## src/rtl/traffic_sensor_conditioner.sv

```systemverilog
// traffic_sensor_conditioner: turns two raw car-presence inputs into clean,
// glitch-free Sa/Sb requests for the traffic-light controller, with an
// optional post-release hold measured in phase ticks and a one-cycle
// arrival pulse per street.

// One conditioning channel: synchronizer, debouncer, tick-based hold, edge pulse.
module traffic_sensor_channel #(
  parameter int DEBOUNCE_CYCLES = 1_000_000,
  parameter int CNT_W           = 20,
  parameter int HOLD_TICKS      = 1,
  parameter int HOLD_W          = 2
) (
  input  logic clock,
  input  logic reset,
  input  logic raw,
  input  logic tick,
  output logic req,
  output logic rise
);

  localparam logic [CNT_W-1:0]  DB_LAST   = CNT_W'(DEBOUNCE_CYCLES - 1);
  localparam logic [HOLD_W-1:0] HOLD_LOAD = HOLD_W'(HOLD_TICKS);

  logic              sync1;
  logic              sync2;
  logic              stable;
  logic              stable_p1;
  logic [CNT_W-1:0]  dbCnt;
  logic [HOLD_W-1:0] holdCnt;

  // Synchronize, debounce, hold and register the request and rise pulse.
  always_ff @(posedge clock) begin
    if (reset) begin
      sync1     <= 1'b0;
      sync2     <= 1'b0;
      stable    <= 1'b0;
      stable_p1 <= 1'b0;
      dbCnt     <= '0;
      holdCnt   <= '0;
      req       <= 1'b0;
      rise      <= 1'b0;
    end else begin
      sync1     <= raw;
      sync2     <= sync1;
      stable_p1 <= stable;

      // A new level must persist DEBOUNCE_CYCLES consecutive cycles; any
      // return to the accepted level restarts the count from zero.
      if (sync2 == stable) begin
        dbCnt <= '0;
      end else if (dbCnt == DB_LAST) begin
        stable <= ~stable;
        dbCnt  <= '0;
      end else begin
        dbCnt <= dbCnt + CNT_W'(1);
      end

      // Hold is armed while the car is present and drains only on ticks
      // after it leaves, never wrapping below zero.
      if (stable) begin
        holdCnt <= HOLD_LOAD;
      end else if (tick && (holdCnt != '0)) begin
        holdCnt <= holdCnt - HOLD_W'(1);
      end

      req  <= stable | (holdCnt != '0);
      rise <= stable & ~stable_p1;
    end
  end

endmodule

// Two identical, independent channels for streets A and B.
module traffic_sensor_conditioner #(
  parameter int DEBOUNCE_CYCLES = 1_000_000,
  parameter int CNT_W           = 20,
  parameter int HOLD_TICKS      = 1,
  parameter int HOLD_W          = 2
) (
  input  logic clock,
  input  logic reset,
  input  logic rawSa,
  input  logic rawSb,
  input  logic tick,
  output logic Sa,
  output logic Sb,
  output logic edgeSa,
  output logic edgeSb
);

  traffic_sensor_channel #(
    .DEBOUNCE_CYCLES(DEBOUNCE_CYCLES),
    .CNT_W          (CNT_W),
    .HOLD_TICKS     (HOLD_TICKS),
    .HOLD_W         (HOLD_W)
  ) chanA (
    .clock(clock),
    .reset(reset),
    .raw  (rawSa),
    .tick (tick),
    .req  (Sa),
    .rise (edgeSa)
  );

  traffic_sensor_channel #(
    .DEBOUNCE_CYCLES(DEBOUNCE_CYCLES),
    .CNT_W          (CNT_W),
    .HOLD_TICKS     (HOLD_TICKS),
    .HOLD_W         (HOLD_W)
  ) chanB (
    .clock(clock),
    .reset(reset),
    .raw  (rawSb),
    .tick (tick),
    .req  (Sb),
    .rise (edgeSb)
  );

endmodule

```

## config.mk

```make
export PLATFORM = sky130hd
export DESIGN_NAME = traffic_sensor_conditioner
export DESIGN_NICKNAME = d
export VERILOG_FILES = /design/src/rtl/traffic_sensor_conditioner.sv
export SDC_FILE = /design/constraint.sdc
export NUM_CORES = 1
export LEC_CHECK = 0
export ABC_AREA = 1
export CELL_PAD_IN_SITES_DETAIL_PLACEMENT = 1
export CELL_PAD_IN_SITES_GLOBAL_PLACEMENT = 2
export CORE_MARGIN = 2
export CORE_UTILIZATION = 36
export CTS_BUF_LIST = sky130_fd_sc_hd__clkbuf_2 sky130_fd_sc_hd__clkbuf_4 sky130_fd_sc_hd__clkbuf_8
export DETAILED_ROUTE_END_ITERATION = 7
export PLACE_DENSITY_LB_ADDON = 0.1
export SLEW_MARGIN = 20
export SYNTH_ARGS = -nofsm -noshare
export SYNTH_HDL_FRONTEND = slang
export SYNTH_SLANG_ARGS = --single-unit
export TNS_END_PERCENT = 50
```

## constraint.sdc

```tcl
create_clock -name clock -period 2.15 [get_ports clock]
set_clock_uncertainty 0.2 [all_clocks]
set_input_delay 0.43 -clock clock [delete_from_list [all_inputs] [get_ports clock]]
set_output_delay 0.43 -clock clock [all_outputs]
set_load 0.02 [all_outputs]
```

# Word-level counts from Yosys, hierarchy flattened
# Index checks and enable logic that the tools add are counted.
# word_totals
regBits	56
latchBits	0
ramBits	0
mem_bits_ro	0
inputBits	5
output_inout_bits	4
word_cells	52
memories	0
# op_classes
addsub	4
n_mul	0
div_mod_pow	0
n_lt_le_gt_ge	0
eq_ne	4
shifts	0
n_mux	4
bitwise	10
n_reduce_logical	12
# op_table
operator	count
adder 20 x 1 -> 20 bit, second input constant	2
== test 20 bit, second input constant	2
nonzero test 2 bit	4
NOT 1 bit	6
OR reduction 3 bit	2
2-to-1 mux 1 bit	4
AND reduction 2 bit	2
OR reduction 2 bit	2
subtractor 2 x 1 -> 2 bit, second input constant	2
bitwise AND 1 bit	2
== test 1 bit	2
logical AND 1 bit	2
OR 1 bit	2

# Longest topological paths before layout
# depth
ltp_word	4
depth_mapped	10
mapped_depth_nobuf	9

# Modules after synthesis
# From an unflattened synthesis, not the netlist that was laid out.
# unflattened
cells_unflattened	354
hier_area_um2	2602.5
# by_module_without_submodules
module	instances	cells_per_inst	area_per_inst_um2	seq_area_each_um2
traffic_sensor_channel	2	177	1301.2	560.5

# Least setup slack after synthesis
# No wires, ideal clock.
# synth_path
kind	register to register
startpoint	register chanB.dbCnt[0]
endpoint	register chanB.dbCnt[16]
setup_time_ns	0.109
arrival_time_ns	1.241
t_required_ns	1.841
setup_slack_ns	0.600
path_stages_with_launch	10
cell_sequence	dfxtp_1 > ha_1 > nand3_2 > nor2_1 > nand3_1 > nand2_2 > buf_6 > inv_1 > nand2_1 > inv_1
# synth_between
elab_chain_cells	2
# synth_lines
item	line_no	source
start, declared	28	logic [CNT_W-1:0] dbCnt;
start signal, assigned	55	dbCnt <= dbCnt + CNT_W'(1);
branches (longest 2 deep; another with adder 20 x 1 -> 20 bit)	--	
# Parallel ways; which one is timed is not known.
# A chain may end at the register's enable or synchronous reset.

# Worst setup path in the final report
# layout_path
startpoint	register chanB.rise
endpoint	output edgeSb
# layout_lines
item	line_no	source
start, declared	18	output logic rise
start signal, assigned	67	rise <= stable & ~stable_p1;
end, declared	88	output logic edgeSb
# No word-level cell between the ends.

==> impl_results.md <==
* Fmax at 0.533 GHz
* Yosys warning count at 0
* Mapped Cells at 372
* Post-CTS setup buffer count at 0
* Layout area overhead at 13.8%
* Via density at 4.57
* Sequential area share after synthesis at 0.433
* CTS tree: done
* Internal power at 1.50 mW
* CTS H-tree depth at 2
* Post-Syn Nets at 381
* Pleak at 0.964 nW
* Synth Area in XOR/XNOR at 0.0608
* Mapped cell area at 0.00259 mm2
* Share of layout cells above drive strength 1 at 0.0567
* Top post-synthesis cells by area: dfxtp_1 (43%), nor2_1 (12%), nand2_1 (12%)
* Cell Pwr Density at 640 mW/mm2
* Bufs on Longest Clock Path at 2
* Largest family of logic cells by synthesized area: simple AND/OR/NAND/NOR gates
* Power, Total at 1.89 mW
* Peak supply drop at 0.314 mV
* First-pass iteration count of the detailed router at 4
* Crit-path max FO at 1
* Switching Fraction at 0.205
* Clock root buffer: clkbuf_8
* Crit end category: output pin
* Hold buffer count at cts at 0
* Final Slew Violations at 0
* Post-cts sizing count at 0
* Mux cell area share after synthesis at 0
* Power share of the clock group at 0.399
* Max cap viols at 0
* Complex-gate fraction of the synthesized area at 0.0647
* Worst-path cell chain: clkdlybuf4s50_1
* Core ar. at 0.00687 mm2
* DRT antenna net count at 0
* Die width at 88.8 um
* Max stage delay on crit path at 0.61 ns
* First-pass GRT wire length at 9990 um
* Simple-gate share of the synthesized area at 0.349
* Clock-pin slew on the worst setup and hold paths at 0.10 ns
* CP required at 1.52 ns
* Outcome: finished, final reports clean
* Part of the power in registers at 0.561
* Combinational power share at 0.040
* Startpoint types: flop
* Setup violators final at 0
* Kind of cell adding the most delay to the critical path: buffers and inverters
* Std cell rows at 30
* Starting Density at 0.377
* Sw power at 0.387 mW
* Synth top area share at 0.433
* Setup TNS at 0 ns
* Critical-path top delay cell: clkdlybuf4s50_1
* Yosys reg bits at 56
* Layout Cells excl Fill at 484
* CP arrival at 1.25 ns
* Sink Count at 56
* Avg Cell Area, Syn at 6.97 um2
* Routability cong. at 0.763
* Die height at 88.8 um
* DIE AREA at 0.00789 mm2
* Hold WC Path Type: reg2reg
* Critical path buffers and inverters at 1
* Count of port buffers added during placement at 8
* Adder-cell share of the synthesized area at 0.0193
* Rel. slew slack at 0.819
* CP Class: reg2out
* Total congestion overflow at 0
* Final hold vios at 0
* Number of global-route vias before repair at 2169
* # IOs at 9
* Post-layout worst setup margin at 0.274 ns
* Routed wire per std cell at 11.8 um
* WL final at 5700 um
* Yosys cell types at 27
* Nets at 396
* Drt drc at 0
* Dpl cells at 476
* DR iter-0 viols at 48
* Pre-CTS setup slack at 0.326 ns
* Crit share post-route at 0.873
* Cts bufs inserted at 5
* Total global routing track utilization at 0.159
* Worst Tran Pin Value at 0.271 ns
* Min Tclk post-route at 1.88 ns
* Post-synth top area cell: dfxtp_1
* RSZ-0062 raised after global routing: false
* Most common cell after layout, fill and taps aside: nor2_1
* ANT cells at 0
* DP HPWL at 4400 um
* Worst-Skew Late Latency at 0.30 ns
* Commonest non-fill, non-tap cells in the layout: nor2_1 (86), nand2_1 (84), dfxtp_1 (56), inv_1 (42), nand3_1 (23)
* Initial antenna violation count at 0
* Via Count at 2210
* Largest net degree at the start of global routing at 21
## registers in the layout (all words and copies together), names as in the netlist, 2 cells and up
register,cells
chanA.dbCnt,20
chanB.holdCnt,2
chanB.dbCnt,20
chanA.holdCnt,2
## path summary, 6_finish.rpt
| path | start | end | slack, ns | cells past startpoint |
|---|---|---|---|---|
| max reg2reg | chanB.dbCnt[0] | chanB.dbCnt[16] | 0.39 | 9 |
| min | chanA.stable_p1 | chanA.rise | 0.20 | 1 |
| min reg2reg | chanA.stable_p1 | chanA.rise | 0.20 | 1 |
| max | chanB.rise | edgeSb | 0.27 | 1 |
## stage by stage
stage          utilization  cell area [um2]  hold WS [ns]
2_1_floorplan            -             2590         0.173
3_3_place_gp         0.411             2820         0.177
3_5_place_dp         0.411             2820         0.185
4_1_cts              0.429             2950         0.201
5_1_grt              0.429             2950         0.208
6_report             0.429             2950         0.198
## power by group through the flow
stage	sequential [mW]	combinational (mW)	clock, mW
3_5_place_dp	1.08	0.0770	0
5_1_grt	1.06	0.0860	0.816
4_1_cts	1.06	0.0777	0.771
6_report	1.06	0.0755	0.752
2_1_floorplan	1.09	0.0416	0
3_3_place_gp	1.08	0.0753	0
## logic make-up after synthesis
logic type	Yosys count
flops	56
xor+xnor	18
fa+ha+maj	4
buf+inv	47
simple gates	216
compound gates	31
## area by class of cell
type / count / area (um2)
well taps: 96 / 120
multi-input cells: 269 / 1280
clock inverters: 1 / 30.0
fillers: 885 / 3920
clock buffers: 7 / 96.3
repair buffers: 13 / 143
inverters: 42 / 158
flip-flops and latches: 56 / 1120
## layer usage
metal	wire length [um]	GRT usage	vias to the layer above
met5	0	0	-
met2	2420	0.248	14
met3	79	0.0243	5
met1	3150	0.232	1001
li1	-	-	1190
met4	53	0.0331	0
## synthesized netlist by cell type
cell type   n
nand3b_1    1
xor2_1      9
buf_4       1
nand4_1     6
nand3_2     1
or2_0       4
buf_2       2
dfxtp_1    56
nand2_1    84
ha_1        4
nor2_4      1
o21ai_0     5
o211ai_1    2
nand3_1    23
a31oi_1     2
clkbuf_1    1
nor3_1      2
a21oi_1    20
buf_6       1
nand2_2     3
xnor2_1     9
and2_1      1
or2_2       2
o21bai_1    2
inv_1      42
nor2_2      2
nor2_1     86
Power figures use the tool's default switching activity.
